<file path="config.mk">
export PLATFORM = sky130hd
export DESIGN_NAME = bus_phase_sequencer
export DESIGN_NICKNAME = d
export VERILOG_FILES = /design/src/rtl/bus_phase_sequencer.sv
export SDC_FILE = /design/constraint.sdc
export NUM_CORES = 1
export LEC_CHECK = 0
export CORE_MARGIN = 4
export CORE_UTILIZATION = 44
export DETAILED_ROUTE_END_ITERATION = 12
export PLACE_DENSITY = 0.78
export SETUP_SLACK_MARGIN = 0.15
export SLEW_MARGIN = 25
export SYNTH_ARGS = -nofsm -noshare
export SYNTH_HDL_FRONTEND = slang
export SYNTH_SLANG_ARGS = --single-unit
</file>
<file path="constraint.sdc">
create_clock -name clk -period 2.1 [get_ports clk]
set_clock_uncertainty 0.2 [all_clocks]
set_input_delay 0.63 -clock clk [delete_from_list [all_inputs] [get_ports clk]]
set_output_delay 0.63 -clock clk [all_outputs]
set_load 0.005 [all_outputs]
</file>
<file path="src/rtl/bus_phase_sequencer.sv">
// Sequences each external memory cycle over the pads as IDLE -> AH -> AL -> DATA -> IDLE.
// Optional wait-state support is compiled in with `define BUS_WAIT_STATE_EN.
module bus_phase_sequencer #(
    parameter int unsigned WAIT_MAX = 15
) (
    input  logic        clk,
    input  logic        rst_n,
    input  logic        req,
    input  logic        we,
    input  logic [15:0] addr,
    input  logic [7:0]  wdata,
    output logic [7:0]  rdata,
    output logic        done,
    output logic        err,
    output logic        busy,
    input  logic        ext_rdy,
    output logic [7:0]  pad_addr,
    input  logic [7:0]  pad_data_in,
    output logic [7:0]  pad_data_out,
    output logic [7:0]  pad_data_oe,
    output logic [1:0]  phase
);

    typedef enum logic [1:0] {
        ST_IDLE = 2'd0,
        ST_AH   = 2'd1,
        ST_AL   = 2'd2,
        ST_DATA = 2'd3
    } state_t;

    localparam logic [3:0] WAIT_MAX_C = 4'(WAIT_MAX);

    state_t      state_r, state_nxt_s;
    logic        we_r, we_nxt_s;
    logic [15:0] addr_r, addr_nxt_s;
    logic [7:0]  wdata_r, wdata_nxt_s;
    logic [7:0]  rdata_r, rdata_nxt_s;
    logic        done_r, done_nxt_s;
    logic        err_r, err_nxt_s;
    logic        busy_r, busy_nxt_s;
    logic [7:0]  pad_addr_r, pad_addr_nxt_s;
    logic [7:0]  pad_dout_r, pad_dout_nxt_s;
    logic [7:0]  pad_oe_r, pad_oe_nxt_s;

`ifdef BUS_WAIT_STATE_EN
    logic [3:0]  wait_cnt_r, wait_cnt_nxt_s;
`else
    logic        unused_s;
    assign unused_s = ext_rdy ^ (^WAIT_MAX_C);
`endif

    // Next-state, transaction latch and completion logic
    always_comb begin
        state_nxt_s = state_r;
        we_nxt_s    = we_r;
        addr_nxt_s  = addr_r;
        wdata_nxt_s = wdata_r;
        rdata_nxt_s = rdata_r;
        done_nxt_s  = 1'b0;
        err_nxt_s   = 1'b0;
`ifdef BUS_WAIT_STATE_EN
        wait_cnt_nxt_s = wait_cnt_r;
`endif
        case (state_r)
            ST_IDLE: begin
                if (req) begin
                    state_nxt_s = ST_AH;
                    we_nxt_s    = we;
                    addr_nxt_s  = addr;
                    wdata_nxt_s = wdata;
                end else begin
                    state_nxt_s = ST_IDLE;
                end
            end
            ST_AH: begin
                state_nxt_s = ST_AL;
            end
            ST_AL: begin
                state_nxt_s = ST_DATA;
`ifdef BUS_WAIT_STATE_EN
                wait_cnt_nxt_s = 4'd0;
`endif
            end
            ST_DATA: begin
`ifdef BUS_WAIT_STATE_EN
                // Ready is checked first so it wins on the limit edge
                if (ext_rdy) begin
                    state_nxt_s = ST_IDLE;
                    done_nxt_s  = 1'b1;
                    if (!we_r) begin
                        rdata_nxt_s = pad_data_in;
                    end else begin
                        rdata_nxt_s = rdata_r;
                    end
                end else if (wait_cnt_r >= WAIT_MAX_C) begin
                    state_nxt_s = ST_IDLE;
                    done_nxt_s  = 1'b1;
                    err_nxt_s   = 1'b1;
                end else begin
                    wait_cnt_nxt_s = wait_cnt_r + 4'd1;
                end
`else
                state_nxt_s = ST_IDLE;
                done_nxt_s  = 1'b1;
                if (!we_r) begin
                    rdata_nxt_s = pad_data_in;
                end else begin
                    rdata_nxt_s = rdata_r;
                end
`endif
            end
            default: begin
                state_nxt_s = ST_IDLE;
            end
        endcase
    end

    // Pad drive for the coming cycle, decoded from the next state so pads are registered
    always_comb begin
        pad_addr_nxt_s = 8'h00;
        pad_dout_nxt_s = 8'h00;
        pad_oe_nxt_s   = 8'h00;
        busy_nxt_s     = 1'b1;
        case (state_nxt_s)
            ST_IDLE: begin
                busy_nxt_s = 1'b0;
            end
            ST_AH: begin
                pad_addr_nxt_s = addr_nxt_s[15:8];
                pad_dout_nxt_s = {7'b0000000, ~we_nxt_s};
                pad_oe_nxt_s   = 8'h01;
            end
            ST_AL, ST_DATA: begin
                pad_addr_nxt_s = addr_nxt_s[7:0];
                if (we_nxt_s) begin
                    pad_dout_nxt_s = wdata_nxt_s;
                    pad_oe_nxt_s   = 8'hFF;
                end else begin
                    pad_dout_nxt_s = 8'h00;
                    pad_oe_nxt_s   = 8'h00;
                end
            end
            default: begin
                busy_nxt_s = 1'b0;
            end
        endcase
    end

    // State, latched transaction and registered outputs
    always_ff @(posedge clk or negedge rst_n) begin
        if (!rst_n) begin
            state_r    <= ST_IDLE;
            we_r       <= 1'b0;
            addr_r     <= 16'h0000;
            wdata_r    <= 8'h00;
            rdata_r    <= 8'h00;
            done_r     <= 1'b0;
            err_r      <= 1'b0;
            busy_r     <= 1'b0;
            pad_addr_r <= 8'h00;
            pad_dout_r <= 8'h00;
            pad_oe_r   <= 8'h00;
        end else begin
            state_r    <= state_nxt_s;
            we_r       <= we_nxt_s;
            addr_r     <= addr_nxt_s;
            wdata_r    <= wdata_nxt_s;
            rdata_r    <= rdata_nxt_s;
            done_r     <= done_nxt_s;
            err_r      <= err_nxt_s;
            busy_r     <= busy_nxt_s;
            pad_addr_r <= pad_addr_nxt_s;
            pad_dout_r <= pad_dout_nxt_s;
            pad_oe_r   <= pad_oe_nxt_s;
        end
    end

`ifdef BUS_WAIT_STATE_EN
    // Wait-state counter for the DATA phase
    always_ff @(posedge clk or negedge rst_n) begin
        if (!rst_n) begin
            wait_cnt_r <= 4'd0;
        end else begin
            wait_cnt_r <= wait_cnt_nxt_s;
        end
    end
`endif

    assign rdata        = rdata_r;
    assign done         = done_r;
    assign err          = err_r;
    assign busy         = busy_r;
    assign pad_addr     = pad_addr_r;
    assign pad_data_out = pad_dout_r;
    assign pad_data_oe  = pad_oe_r;
    assign phase        = state_r;

endmodule

</file>
==> results of run 1 <==
-- timing repair --
item,4_1_cts,5_1_grt
pin swaps,0,1
endpoints found under the setup margin,44,10
cloned,0,1
hold endpoints to repair,0,0
gates resized for setup,37,8
buffers inserted,5,1
-- worst max-delay path by stage --
stage / to / cells after the start
after global placement: pad_addr[7] / 5
final: phase[1] / 2
after global routing: phase[1] / 2
after floorplan: pad_addr[4] / 6
after detailed placement: pad_addr[3] / 5
after CTS: pad_data_oe[3] / 2
-- metal layers --
layer,GRT usage,vias up
met5,0,-
met4,0.0480,0
met3,0.0580,2
met2,0.256,59
met1,0.167,636
li1,-,623
-- final cells by class --
class | instances | area, µm²
fillers | 364 | 1610
multi-input cells | 66 | 664
repair buffers | 88 | 836
clock inverters | 2 | 35.0
well taps | 54 | 67.6
inverters | 5 | 18.8
clock buffers | 6 | 82.6
flip-flops and latches | 55 | 1380
-- state kept, by name, indices dropped and copies added (netlist names) --
register	flops
pad_data_out	8
phase	2
pad_data_oe	2
wdata_r	8
addr_r	16
we_r	1
pad_addr	8
rdata	8
busy	1
done	1
-- kinds of logic after synthesis --
group	after synthesis	synth area share
buffers and inverters	16	0.0476
and+or+nand+nor	15	0.0429
adders and majority gates	4	0.0235
DFF	55	0.646
muxes	34	0.193
AOI/OAI and AO/OA	12	0.0452
other	1	0.00176
-- stage by stage --
stage	cells	util	TNS (ns)	worst slack [ns]
6_report	276	0.657	0	0.194
5_1_grt	276	0.657	0	0.138
4_1_cts	274	0.646	0	0.126
3_5_place_dp	261	0.622	-2.49	-0.226
3_3_place_gp	261	0.622	-2.17	-0.198
2_1_floorplan	137	-	0	0.303
-- cells in the final DEF (no fill, tap or decap), types with 2 or more instances in the layout --
cell / instances
mux2i_1: 2
a22o_1: 9
dlygate4sd2_1: 35
clkdlybuf4s15_1: 2
ha_1: 3
clkbuf_8: 6
buf_12: 2
nand2_1: 2
clkdlybuf4s50_1: 33
mux2_4: 8
inv_1: 3
buf_4: 13
nor2b_1: 8
inv_2: 2
mux2_2: 24
dfrtp_1: 54
-- power by group through the flow --
stage               logic [µW]  registers (µW)  clock network, µW
floorplan                 1070            1770                  0
global placement          1980            1750                  0
detailed placement        2060            1770                  0
CTS                       1940            1740                730
global route              2200            1790                786
finish                    2010            1730                715
-- worst max-delay path, cell delays in order, from the launching register on --
cell	delay, ns
dfrtp_1	0.40
buf_4	0.13
dlygate4sd2_1	0.25
==> flow_metrics.tcl, run 1 <==
set metrics [dict create \
    synth_area_per_cell_um2 15.5 \
    r2r-start "phase[1]" \
    wl_met2_um 2050 \
    synthArstFlopShare 1.00 \
    start_util 0.454 \
    p_leak_uw 0.00153 \
    clkSinkCount 55 \
    htree_num_levels 2 \
    ir_worst_vdd_v 0.000636 \
    cp-startpoint "phase[1]" \
    io_pins 74 \
    die_h_um 77.6 \
    outcome "complete, no violations" \
    core_area_mm2 0.00469 \
    rrSetupSlack_ns 0.22 \
    crit_type "reg -> out" \
    ys_seq_area_frac 0.646 \
    synth_top_area_cell "dfrtp_1" \
    clock_power_share 0.160 \
    synth_area_leaders "dfrtp_1 (65%), mux2_2 (13%), mux2_4 (5.6%), a22o_1 (3.7%), buf_4 (2.5%)" \
    end_kind "primary output" \
    antenna_left 0 \
    synth-warning-count 0 \
    wl_met3_um 384 \
    post-synth-top-area-fraction 0.646 \
    wl_per_cell_um 15.4 \
    min_path_type "in -> async" \
    postCtsHoldBufs 0 \
    cts_max_path_buffers 2 \
    power.internal_uw 3180 \
    cts.clk_slew.worst_paths_ns 0.10 \
    grt_max_degree 56 \
    place_hpwl_um 3000 \
    fin_hold_ws_ns 0.112 \
    synth.most_common_cell "dfrtp_1" \
    drive_gt1_frac 0.288 \
    synth.ff_latch_count 55 \
    cp-start-kind "register" \
    syn-instance-count 137 \
    combinationalPowerShare 0.451 \
    cp_data_required_time_ns 1.27 \
    cp.arrival_ns 1.08 \
    synth_nets 178 \
    drt_iter0_drc 91 \
    grt_overflow 0 \
    setup_viol 0 \
    grt_pass1_vias 1463 \
    wl_met1_um 1780 \
    p_switching_uw 1280 \
    fin_nets 262 \
    max_freq_mhz 525 \
    gp_congestion 0.706 \
    r2r_end "pad_addr[2]" \
    drt-pass1-iter-count 4 \
    netlist_top_cells_count "dfrtp_1 (55), mux2_2 (24), a22o_1 (9)" \
    post_dp_cell_area_mm2 0.00292 \
    vias 1320 \
    clk-insertion-delay-late_ns 0.30 \
    core.rowCount 25 \
    power_uw 4460 \
    die-area_mm2 0.00602 \
    rsz0062_at_grt "yes" \
    synthesis.area_mm2 0.00213 \
    via_per_inst 4.78 \
    top_layer "met4" \
    synth_cell_type_count 21 \
    track_usage 0.148 \
    swShare 0.288 \
    stdcell_area_mm2 0.00308 \
    period_share 0.907 \
    synth_flop_cell "dfrtp_1" \
    portBuffers 71 \
    power.density_mw_per_mm2 1450 \
    drv_cap 0 \
    numCtsBuffers 5 \
    cts_root_buffer "clkbuf_8" \
    finalMaxSlewViolations 0 \
    synth_edf_count 0 \
    grt_pass1_wl_um 6910 \
    wl_um 4240 \
    antenna_found_initial 0 \
    finalHoldViolCount 0 \
    pwr-share-seq 0.389 \
    fin_crit_ns 1.91 \
    die-width_um 77.6 \
    diodes 0 \
    cp_max_fo 2 \
    drc 0 \
    area.growth.synth_to_final_pct 44.7 \
    rr_worst_depth 7 \
    cts_tree "built" \
]
Note: power is estimated with default switching activity, not from simulation.
==> run 2: changes to the inputs <==
--- a/config.mk
+++ b/config.mk
@@ -5,10 +5,12 @@
 export SDC_FILE = /design/constraint.sdc
 export NUM_CORES = 1
 export LEC_CHECK = 0
+export CELL_PAD_IN_SITES_DETAIL_PLACEMENT = 0
+export CELL_PAD_IN_SITES_GLOBAL_PLACEMENT = 1
 export CORE_MARGIN = 4
-export CORE_UTILIZATION = 44
+export CORE_UTILIZATION = 35
 export DETAILED_ROUTE_END_ITERATION = 12
-export PLACE_DENSITY = 0.78
+export PLACE_DENSITY = 0.83
 export SETUP_SLACK_MARGIN = 0.15
 export SLEW_MARGIN = 25
 export SYNTH_ARGS = -nofsm -noshare
==> run 2 against run 1 <==
Worst hold slack worse by 0.0073 ns. Die area up 23%. Global-route usage shrank 2.7 points. Maximum frequency up 0.89%. Routed wire length shrank 1.3%. Cell area down 0.16%. Non-clock buffer count is 4 lower. Flip-flop and latch count stayed put. Critical endpoint is now pad_data_oe[5].
==> flow_metrics.tcl, run 2 (synthesized netlist as in run 1, its figures left out) <==
set metrics [dict create \
    n_fill_cell 520 \
    portBuffers 71 \
    core_area_mm2 0.00592 \
    clock_power_share 0.166 \
    drt-pass1-iter-count 2 \
    setup_viol 0 \
    period_share 0.899 \
    end_kind "primary output" \
    min_path_type "in -> async" \
    fin_crit_ns 1.89 \
    fin_nets 258 \
    wl_met2_um 2010 \
    p_switching_uw 1280 \
    wl_per_cell_um 14.3 \
    cp.arrival_ns 1.06 \
    cts_tree "built" \
    rsz0062_at_grt "yes" \
    post_dp_cell_area_mm2 0.00293 \
    die-area_mm2 0.00740 \
    largest_reg_flops 16 \
    stdcell_area_mm2 0.00308 \
    combinationalPowerShare 0.443 \
    postCtsHoldBufs 0 \
    io_pins 74 \
    outcome "complete, no violations" \
    track_usage 0.121 \
    grt_pass1_wl_um 6860 \
    crit_type "reg -> out" \
    place_hpwl_um 2960 \
    ir_worst_vdd_v 0.000659 \
    cp_max_fo 6 \
    die-width_um 86 \
    start_util 0.360 \
    top_layer "met4" \
    wl_met1_um 1810 \
    gp_congestion 0.692 \
    p_leak_uw 0.00151 \
    power.density_mw_per_mm2 1430 \
    pwr-share-seq 0.391 \
    cp_data_required_time_ns 1.27 \
    swShare 0.290 \
    grt_overflow 0 \
    cts_root_buffer "clkbuf_8" \
    via_per_inst 4.50 \
    wl_um 4180 \
    crit_chain "buf_6 -> clkdlybuf4s15_1" \
    htree_num_levels 2 \
    diodes 0 \
    finalMaxSlewViolations 0 \
    top_register "addr_r" \
    layout_commonest_cell "dfrtp_1" \
    cp-start-kind "register" \
    critPathSlowestCell "dfrtp_2" \
    grt_max_degree 56 \
    antenna_found_initial 0 \
    layout_common_cells "dfrtp_1 (54), dlygate4sd2_1 (35), clkdlybuf4s50_1 (33)" \
    area.growth.synth_to_final_pct 44.5 \
    max_stage_delay_ns 0.44 \
    numCtsBuffers 5 \
    drive_gt1_frac 0.275 \
    max_freq_mhz 529 \
    antenna_left 0 \
    core.rowCount 28 \
    clkSinkCount 55 \
    grt_pass1_vias 1381 \
    drt_iter0_drc 59 \
    power.internal_uw 3120 \
    cts.clk_slew.worst_paths_ns 0.10 \
    die_h_um 86 \
    tns_ns 0 \
    drv_cap 0 \
    clk-insertion-delay-late_ns 0.30 \
    wl_met3_um 306 \
    vias 1318 \
    finalHoldViolCount 0 \
    cts_max_path_buffers 2 \
    drc 0 \
]
run 2: per-stage QoR:
step / utilization / hold slack, ns / worst slack [ns] / std cells / power, µW
6_report: 0.520 / 0.105 / 0.211 / 293 / 4400
5_1_grt: 0.520 / 0.117 / 0.134 / 293 / 4730
4_1_cts: 0.514 / 0.105 / 0.125 / 292 / 4390
3_5_place_dp: 0.495 / 0.278 / -0.210 / 280 / 3790
3_3_place_gp: 0.495 / 0.273 / -0.197 / 280 / 3740
2_1_floorplan: - / 0.134 / 0.303 / 137 / 2840
run 2: path summary, 6_finish.rpt:
| kind | start | end | slack (ns) | cells past startpoint |
|---|---|---|---|---|
| max in group asynchronous | rst_n | pad_data_oe[6] | 1.34 | 2 |
| worst max-delay path | pad_data_oe[6] | pad_data_oe[5] | 0.21 | 2 |
| worst min register to register | wdata_r[3] | wdata_r[3] | 0.30 | 1 |
| worst min-delay path | rst_n | wdata_r[1] | 0.10 | 2 |
| min in group clk | wdata_r[3] | wdata_r[3] | 0.30 | 1 |
| worst max register to register | phase[1] | pad_addr[0] | 0.24 | 7 |
run 2: repair_timing:
item | 4_1_cts | 5_1_grt
gates resized for setup | 38 | 8
setup buffers | 4 | 1
pin swaps | 0 | 0
endpoints found under the setup margin | 43 | 10
run 2: layout make-up:
cell class / instances / area (µm²) / share of cell area
tap: 75 / 93.8 / 0.0305
clock inverter: 2 / 38.8 / 0.0126
timing repair buffer: 84 / 796 / 0.259
multi-input combinational: 66 / 669 / 0.218
inverter: 5 / 18.8 / 0.00610
clock buffer: 6 / 82.6 / 0.0268
sequential: 55 / 1380 / 0.448
run 2: metal layers:
metal / vias to the layer above / GRT usage
li1: 620 / -
met1: 641 / 0.155
met2: 52 / 0.196
met3: 5 / 0.0336
met4: 0 / 0.0432
met5: - / 0
run 2: worst max-delay path: cells and delay by family, from the launching register on:
kind                   cells  cell delay (ns)
DFF                        1             0.44
buffers and inverters      2             0.31
run 2: power by group through the flow:
| stage | logic, µW | registers (µW) | clock network (µW) |
|---|---|---|---|
| detailed placement | 2030 | 1770 | 0 |
| global placement | 1990 | 1750 | 0 |
| CTS | 1910 | 1720 | 758 |
| floorplan | 1070 | 1770 | 0 |
| finish | 1950 | 1720 | 730 |
| global route | 2150 | 1780 | 802 |
